[src/rtl/gc_refresh_scheduler.sv]
// Refresh sequencer: a retention timer triggers a sweep that copies every row of the
// source bank into the spare bank, then rotates the source into the spare role.
module gc_refresh_scheduler #(
    parameter int unsigned NUM_BANKS  = 4,
    parameter int unsigned BANK_W     = 2,
    parameter int unsigned ROWS       = 128,
    parameter int unsigned ADDR_W     = 7,
    parameter int unsigned RET_CYCLES = 4096
) (
    input  logic                 clk,
    input  logic                 rst_n,
    input  logic                 en,
    input  logic                 u_re,
    input  logic [BANK_W-1:0]    u_re_bank,
    input  logic                 sr_ind_src,
    output logic [NUM_BANKS-1:0] ref_en_current,
    output logic [NUM_BANKS-1:0] ref_en_old,
    output logic [ADDR_W-1:0]    ref_row,
    output logic [BANK_W-1:0]    src_bank,
    output logic [BANK_W-1:0]    spare_bank,
    output logic                 ref_busy,
    output logic                 sweep_done,
    output logic                 ref_overdue
);

    localparam int unsigned TIMER_W = $clog2(RET_CYCLES);
    localparam logic [TIMER_W-1:0] TimerLast = TIMER_W'(RET_CYCLES - 1);
    localparam logic [ADDR_W-1:0]  RowLast   = ADDR_W'(ROWS - 1);
    localparam logic [NUM_BANKS-1:0] OneHot0 = {{(NUM_BANKS-1){1'b0}}, 1'b1};

    typedef enum logic [1:0] {StIdle, StWait, StCopy, StRotate} state_e;

    state_e               state_q, state_d;
    logic [TIMER_W-1:0]   timer_q, timer_d;
    logic [ADDR_W-1:0]    row_q, row_d;
    logic [BANK_W-1:0]    src_q, src_d;
    logic [BANK_W-1:0]    spare_q, spare_d;
    logic                 pending_q, pending_d;
    logic                 overdue_q, overdue_d;

    logic                 timer_run;
    logic                 expire;
    logic                 stall;
    logic [BANK_W-1:0]    src_inc1, src_inc2;

    assign timer_run = en && (state_q != StIdle);
    assign expire    = timer_run && (timer_q == TimerLast);
    assign stall     = u_re && (u_re_bank == src_q);
    assign src_inc1  = BANK_W'((32'(src_q) + 32'd1) % NUM_BANKS);
    assign src_inc2  = BANK_W'((32'(src_q) + 32'd2) % NUM_BANKS);

    always_comb begin
        state_d   = state_q;
        timer_d   = timer_q;
        row_d     = row_q;
        src_d     = src_q;
        spare_d   = spare_q;
        pending_d = pending_q;
        overdue_d = overdue_q;

        if (timer_run) begin
            timer_d = expire ? '0 : timer_q + TIMER_W'(1);
        end

        unique case (state_q)
            StIdle: begin
                if (en) state_d = StWait;
            end
            StWait: begin
                if (expire || pending_q) begin
                    state_d   = StCopy;
                    pending_d = 1'b0;
                end
            end
            StCopy: begin
                // Expiry during a sweep is remembered so the next sweep starts right after rotation.
                if (expire) begin
                    pending_d = 1'b1;
                    overdue_d = 1'b1;
                end
                if (!stall) begin
                    if (row_q == RowLast) begin
                        row_d   = '0;
                        state_d = StRotate;
                    end else begin
                        row_d = row_q + ADDR_W'(1);
                    end
                end
            end
            StRotate: begin
                if (expire) overdue_d = 1'b1;
                spare_d = src_q;
                src_d   = (src_inc1 == src_q) ? src_inc2 : src_inc1;
                if (pending_q || expire) begin
                    state_d   = StCopy;
                    pending_d = 1'b0;
                end else begin
                    state_d = StWait;
                end
            end
            default: state_d = StIdle;
        endcase
    end

    always_ff @(posedge clk) begin
        if (!rst_n) begin
            state_q   <= StIdle;
            timer_q   <= '0;
            row_q     <= '0;
            src_q     <= '0;
            spare_q   <= BANK_W'(NUM_BANKS - 1);
            pending_q <= 1'b0;
            overdue_q <= 1'b0;
        end else begin
            state_q   <= state_d;
            timer_q   <= timer_d;
            row_q     <= row_d;
            src_q     <= src_d;
            spare_q   <= spare_d;
            pending_q <= pending_d;
            overdue_q <= overdue_d;
        end
    end

    always_comb begin
        ref_en_current = '0;
        ref_en_old     = '0;
        if (state_q == StCopy && !stall) begin
            ref_en_current = OneHot0 << src_q;
            // A row already fresh in the spare is skipped without a write.
            if (!sr_ind_src) ref_en_old = OneHot0 << spare_q;
        end
    end

    assign ref_row     = row_q;
    assign src_bank    = src_q;
    assign spare_bank  = spare_q;
    assign ref_busy    = (state_q == StCopy);
    assign sweep_done  = (state_q == StRotate);
    assign ref_overdue = overdue_q;

endmodule

[config.mk]
export PLATFORM = sky130hd
export DESIGN_NAME = gc_refresh_scheduler
export DESIGN_NICKNAME = d
export VERILOG_FILES = /design/src/rtl/gc_refresh_scheduler.sv
export SDC_FILE = /design/constraint.sdc
export NUM_CORES = 1
export LEC_CHECK = 0
export CAP_MARGIN = 10
export CORE_AREA = 5 5 58 60
export DETAILED_ROUTE_END_ITERATION = 8
export DIE_AREA = 0 0 63 65
export GPL_ROUTABILITY_DRIVEN = 0
export PLACE_DENSITY = 0.86
export SETUP_SLACK_MARGIN = 0.4
export SYNTH_ARGS = -nofsm -noshare
export SYNTH_HDL_FRONTEND = slang
export SYNTH_SLANG_ARGS = --single-unit
[constraint.sdc]
create_clock -name clk -period 4.95 [get_ports clk]
set_input_delay 0.495 -clock clk [delete_from_list [all_inputs] [get_ports clk]]
set_output_delay 0.495 -clock clk [all_outputs]
set_load 0.1 [all_outputs]
# Yosys cells after proc, flatten, opt, wreduce, memory -nomap -nowiden
# Index checks and enable logic that the tools add are counted.
word_totals:
  regBits: 27
  word_cells: 57
  inputBits: 7
  output_inout_bits: 22
classes:
  reduce_logical: 15
  addsub: 4
  n_mux: 15
  bitwise_logic: 1
  n_eq_ne: 13
  shifts: 2
op_table:
  columns: ["operator", "n"]
  rows:
  - ["$add 12x1->12 const B", 1]
  - ["$eq 12x12->1 const B", 1]
  - ["$mux 12", 1]
  - ["$mux 2", 6]
  - ["$mux 4", 3]
  - ["$pmux 2 s4", 1]
  - ["$shl 1x2->4 const A", 2]
  - ["$add 7x1->7 const B", 1]
  - ["$eq 7x7->1 const B", 1]
  - ["$mux 7", 1]
  - ["$ne 2x1->1 const B", 3]
  - ["$ne 2x2->1 const B", 3]
  - ["$eq 2x2->1", 2]
  - ["$eq 2x2->1 const B", 2]
  - ["$logic_and 1x1->1", 4]
  - ["$reduce_and 2->1", 2]
  - ["$reduce_and 4->1", 1]
  - ["$reduce_bool 2->1", 2]
  - ["$reduce_or 2->1", 2]
  - ["$reduce_and 3->1", 1]
  - ["$add 2x1->2 const B", 1]
  - ["$add 2x2->2 const B", 1]
  - ["$eq 2x1->1 const B", 1]
  - ["$logic_not 2->1", 1]
  - ["5 further kinds", 6]

# Logic depth before layout (Yosys ltp)
logic_depth:
  depth_word: 6
  mapped_depth: 6
  ltp_nobuf: 5

# Least setup slack after synthesis
# No wires, ideal clock.
synth_path:
  path_type: "register -> output"
  startpoint: "reg src_q[0], in the netlist src_bank[0]"
  endpoint: "out ref_en_old[1]"
  arrival_time_ns: 4.740
  path_buffers: 1
  setup_slack_ns: -0.285
  stages_incl_launch_ff: 5
  t_required_ns: 4.455
  path_cell_list: "dfxtp_1 xor2_1 o31ai_2 buf_2 nor4b_1"
synth_via:
  elab_chain_cells: 5
synth_rtl:
  columns: ["item", "line_no", "text"]
  rows:
  - ["start, declared", "36", "logic [BANK_W-1:0] src_q, src_d;"]
  - ["start signal, assigned", "118", "src_q <= src_d;"]
  - ["$eq 2x2->1", "48", "assign stall = u_re && (u_re_bank == src_q);"]
  - ["$logic_and 1x1->1", "48", null]
  - ["$logic_not 1->1", "128", "if (state_q == StCopy && !stall) begin"]
  - ["$logic_and 1x1->1", "128", null]
  - ["$mux 4", "128", null]
  - ["end, declared", "17", "output logic [NUM_BANKS-1:0] ref_en_old,"]
# No other way between the ends.

# Final worst setup path
layout_path:
  startpoint: "in u_re_bank[1]"
  endpoint: "out ref_en_old[1]"
layout_via:
  elab_chain_cells: 5
layout_rtl:
  columns: ["item", "line_no", "text"]
  rows:
  - ["start, declared", "14", "input logic [BANK_W-1:0] u_re_bank,"]
  - ["$eq 2x2->1", "48", null]
  - ["$logic_and 1x1->1", "48", null]
  - ["$logic_not 1->1", "128", null]
  - ["$logic_and 1x1->1", "128", null]
  - ["$mux 4", "128", null]
# No other way between the ends.

==> results_dict.tcl <==
set metrics [dict create \
    antenna_cells 0 \
    netlist_area_sq_um 1444 \
    final-max-slew-violation-count 0 \
    num-fill-cells 255 \
    grt_first_pass_wirelength_mm 5.285 \
    finClkSkew_ns 0.005526 \
    required_time_reported_for_the_critical_path_endpoint_ns 4.45 \
    synthFlopType "sky130_fd_sc_hd__dfxtp_1" \
    initial_core_util_pct 50.17 \
    cts.clk_slew.worst_paths_ns 0.16 \
    wl_per_cell_microns 14.35 \
    clkLatencyLatePin_ns 0.34 \
    grt_setup_unrepaired "no" \
    crit_buf_inv 2 \
    synth.net_count 176 \
    synth_enable_flop_cells 0 \
    mostFrequentLayoutCells "sky130_fd_sc_hd__clkdlybuf4s50_1 (28), sky130_fd_sc_hd__dfxtp_1 (27), sky130_fd_sc_hd__nand2_1 (17), sky130_fd_sc_hd__and2_1 (11)" \
    post-dp-hpwl_mm 2.357 \
    die_h_microns 65 \
    vias_per_cell 5.680 \
    grt.overflow.total 0 \
    cts_hold_buffers 0 \
    worst_slew_pin_tran_ns 1.006 \
    die_w_microns 63 \
    multi_input_area_sq_um 845.8 \
    cts.path.max_buffers 2 \
    tritoncts.num_buffers 3 \
    fin_crit_sh_pct 70.16 \
    worst_path_largest_cell_delay_ns 1.01 \
    cp_data_arrival_time_ns 2.98 \
    power_mw 0.3924 \
    total_routed_length_mm 3.186 \
    relSlewSlack_pct 32.72 \
    drcViolationCount 0 \
    drive_above_1_share_pct 5.291 \
    setup_total_neg_slack_ns 0 \
    placement.setup.worst_slack_ns 1.452 \
    instances_no_fill 222 \
    cell_class_contributing_the_biggest_share_of_worst_path_delay "buffers and inverters" \
    place_area_sq_um 1730 \
    final_area_sq_um 1760 \
    numPlacedInstances 218 \
    finalSetupViolations 0 \
    synth.yosys.warnings 0 \
    std_cell_rows 20 \
    startpoint_type "input pin" \
    h-tree-depth 1 \
    timing.final.hold_violations 0 \
    run_status "finished, final reports clean" \
    cts_resized 0 \
    number_of_distinct_standard_cells_referenced_by_the_synthesized_netlist 42 \
    grt_pass1_vias 1221 \
    post_cts.repair.setup_buffers 0 \
    worstSetupEndpointType "primary output" \
    finish.net_count 203 \
    hold_path.class "reg -> reg" \
    cp_slowest_cell "sky130_fd_sc_hd__clkdlybuf4s50_1" \
    clock-sinks 27 \
    drt_pre_antenna_iters 4 \
    grt.total_usage_pct 15.78 \
    p_leak_nw 0.6279 \
    synth-async-reset-ratio_pct 0 \
    place.port_buffers 28 \
    antenna_violating_nets_post_route 0 \
    layout-area-overhead-vs-synth_pct 21.92 \
    ir_worst_vdd_uv 186.0 \
    fmaxAchievable_mhz 287.9 \
    grt_max_degree 29 \
    layout.area.seq_sq_um 540.5 \
    synth.ff_latch_count 27 \
    finalWorstPathRequiredPeriod_ns 3.473 \
    dr.first_iter.drc_count 34 \
    cts_root_buffer "sky130_fd_sc_hd__clkbuf_4" \
    coreArea_sq_um 2878 \
    power.density_cell_area_nw_per_um2 222.9 \
    synthCells 163 \
    die_area_sq_um 4095 \
    pin_count 29 \
    antenna_found_initial 0 \
    clock_tree_from_tritoncts "done" \
    fin_ws_ns 1.477 \
    syn_area_per_cell_sq_um 8.858 \
    num_vias 1261 \
    timing.critical_path.cells "clkdlybuf4s50_1, xor2_1, o31ai_2, nor4b_1, clkdlybuf4s50_1" \
    most_common_cell_after_layout_fill_and_taps_aside "sky130_fd_sc_hd__clkdlybuf4s50_1" \
    cpMostUsedCell "sky130_fd_sc_hd__clkdlybuf4s50_1" \
    timing.max_cap.violations 0 \
    crit_path_class "in -> out" \
    yosysSeqAreaShare_pct 37.44 \
    critical_path_peak_fanout 15 \
]
## routing by layer
metal  track usage [%]  routed length [microns]
met4             6.897                       72
met5                 0                        0
met1             17.90                     1387
met2             28.46                     1616
met3             2.946                      109
## tightest hold or removal path, stage by stage (launching register included)
cell and delay (ns):
sky130_fd_sc_hd__dfxtp_1 0.36, sky130_fd_sc_hd__o21ai_0 0.07, sky130_fd_sc_hd__a21boi_1 0.06
## layout make-up
cell class                 count  area share, %
clock inverter                 1         0.4264
tap                           33          2.345
inverter                       6          1.279
clock buffer                   3          1.279
sequential                    27          30.70
timing repair buffer          28          15.92
multi-input combinational    124          48.05
## stage by stage
step	hold slack [ns]	util (%)
after floorplan	0.4702	-
after global placement	0.4761	60.13
after detailed placement	0.4990	60.13
after CTS	0.5277	61.17
after global routing	0.5442	61.17
final	0.5244	61.17
## sequential cells by signal (all words and copies together) (netlist names)
name	count
timer_q	12
ref_row	7
spare_bank	2
src_bank	2
state_q	2
pending_q	1
ref_overdue	1
## power by group
group / total (mW) / internal (mW) / switching [mW]
clock network: 0.103 / 0.0310 / 0.0719
logic: 0.0603 / 0.0185 / 0.0418
registers: 0.229 / 0.221 / 0.00770
total: 0.392 / 0.271 / 0.121
## kinds of logic after synthesis
| group | after synthesis | share of synthesized area, % |
|---|---|---|
| adder cells (fa/ha/maj) | 6 | 5.199 |
| buffers and inverters | 12 | 3.986 |
| XOR/XNOR | 11 | 6.672 |
| AND/OR/NAND/NOR | 76 | 30.07 |
| AO/OA/AOI/OAI | 31 | 16.64 |
| flip-flops | 27 | 37.44 |
## path summary, 6_finish.rpt
path,startpoint,endpoint,slack (ns),cells after the start
setup reg to reg,timer_q[0]$_SDFFE_PN0P_,timer_q[7]$_SDFFE_PN0P_,3.09,5
setup / recovery,u_re_bank[1],ref_en_old[1],1.48,5
hold reg to reg,ref_row[4]$_SDFFE_PN0P_,ref_row[4]$_SDFFE_PN0P_,0.52,2
hold / removal,ref_row[4]$_SDFFE_PN0P_,ref_row[4]$_SDFFE_PN0P_,0.52,2
## cell usage after synthesis, drive strengths merged, types with 2 or more instances
cell	instances	area, sq um
a21boi	7	52.55
a21oi	3	15.01
and2	11	68.82
buf	3	23.77
clkbuf	3	11.26
dfxtp	27	540.5
ha	6	75.07
inv	6	22.52
nand2	17	63.81
nand3	9	50.05
nand4	2	12.51
nor2	8	30.03
nor2b	2	12.51
nor3	7	35.03
nor3b	3	22.52
nor4	3	33.78
nor4b	3	26.28
o211ai	3	22.52
o21a	3	22.52
o21ai	6	30.02
o31a	2	17.52
o31ai	3	27.52
or3	4	25.02
or4	2	15.01
xnor2	7	61.31
xor2	4	35.03
Power figures use the tool's default switching activity.
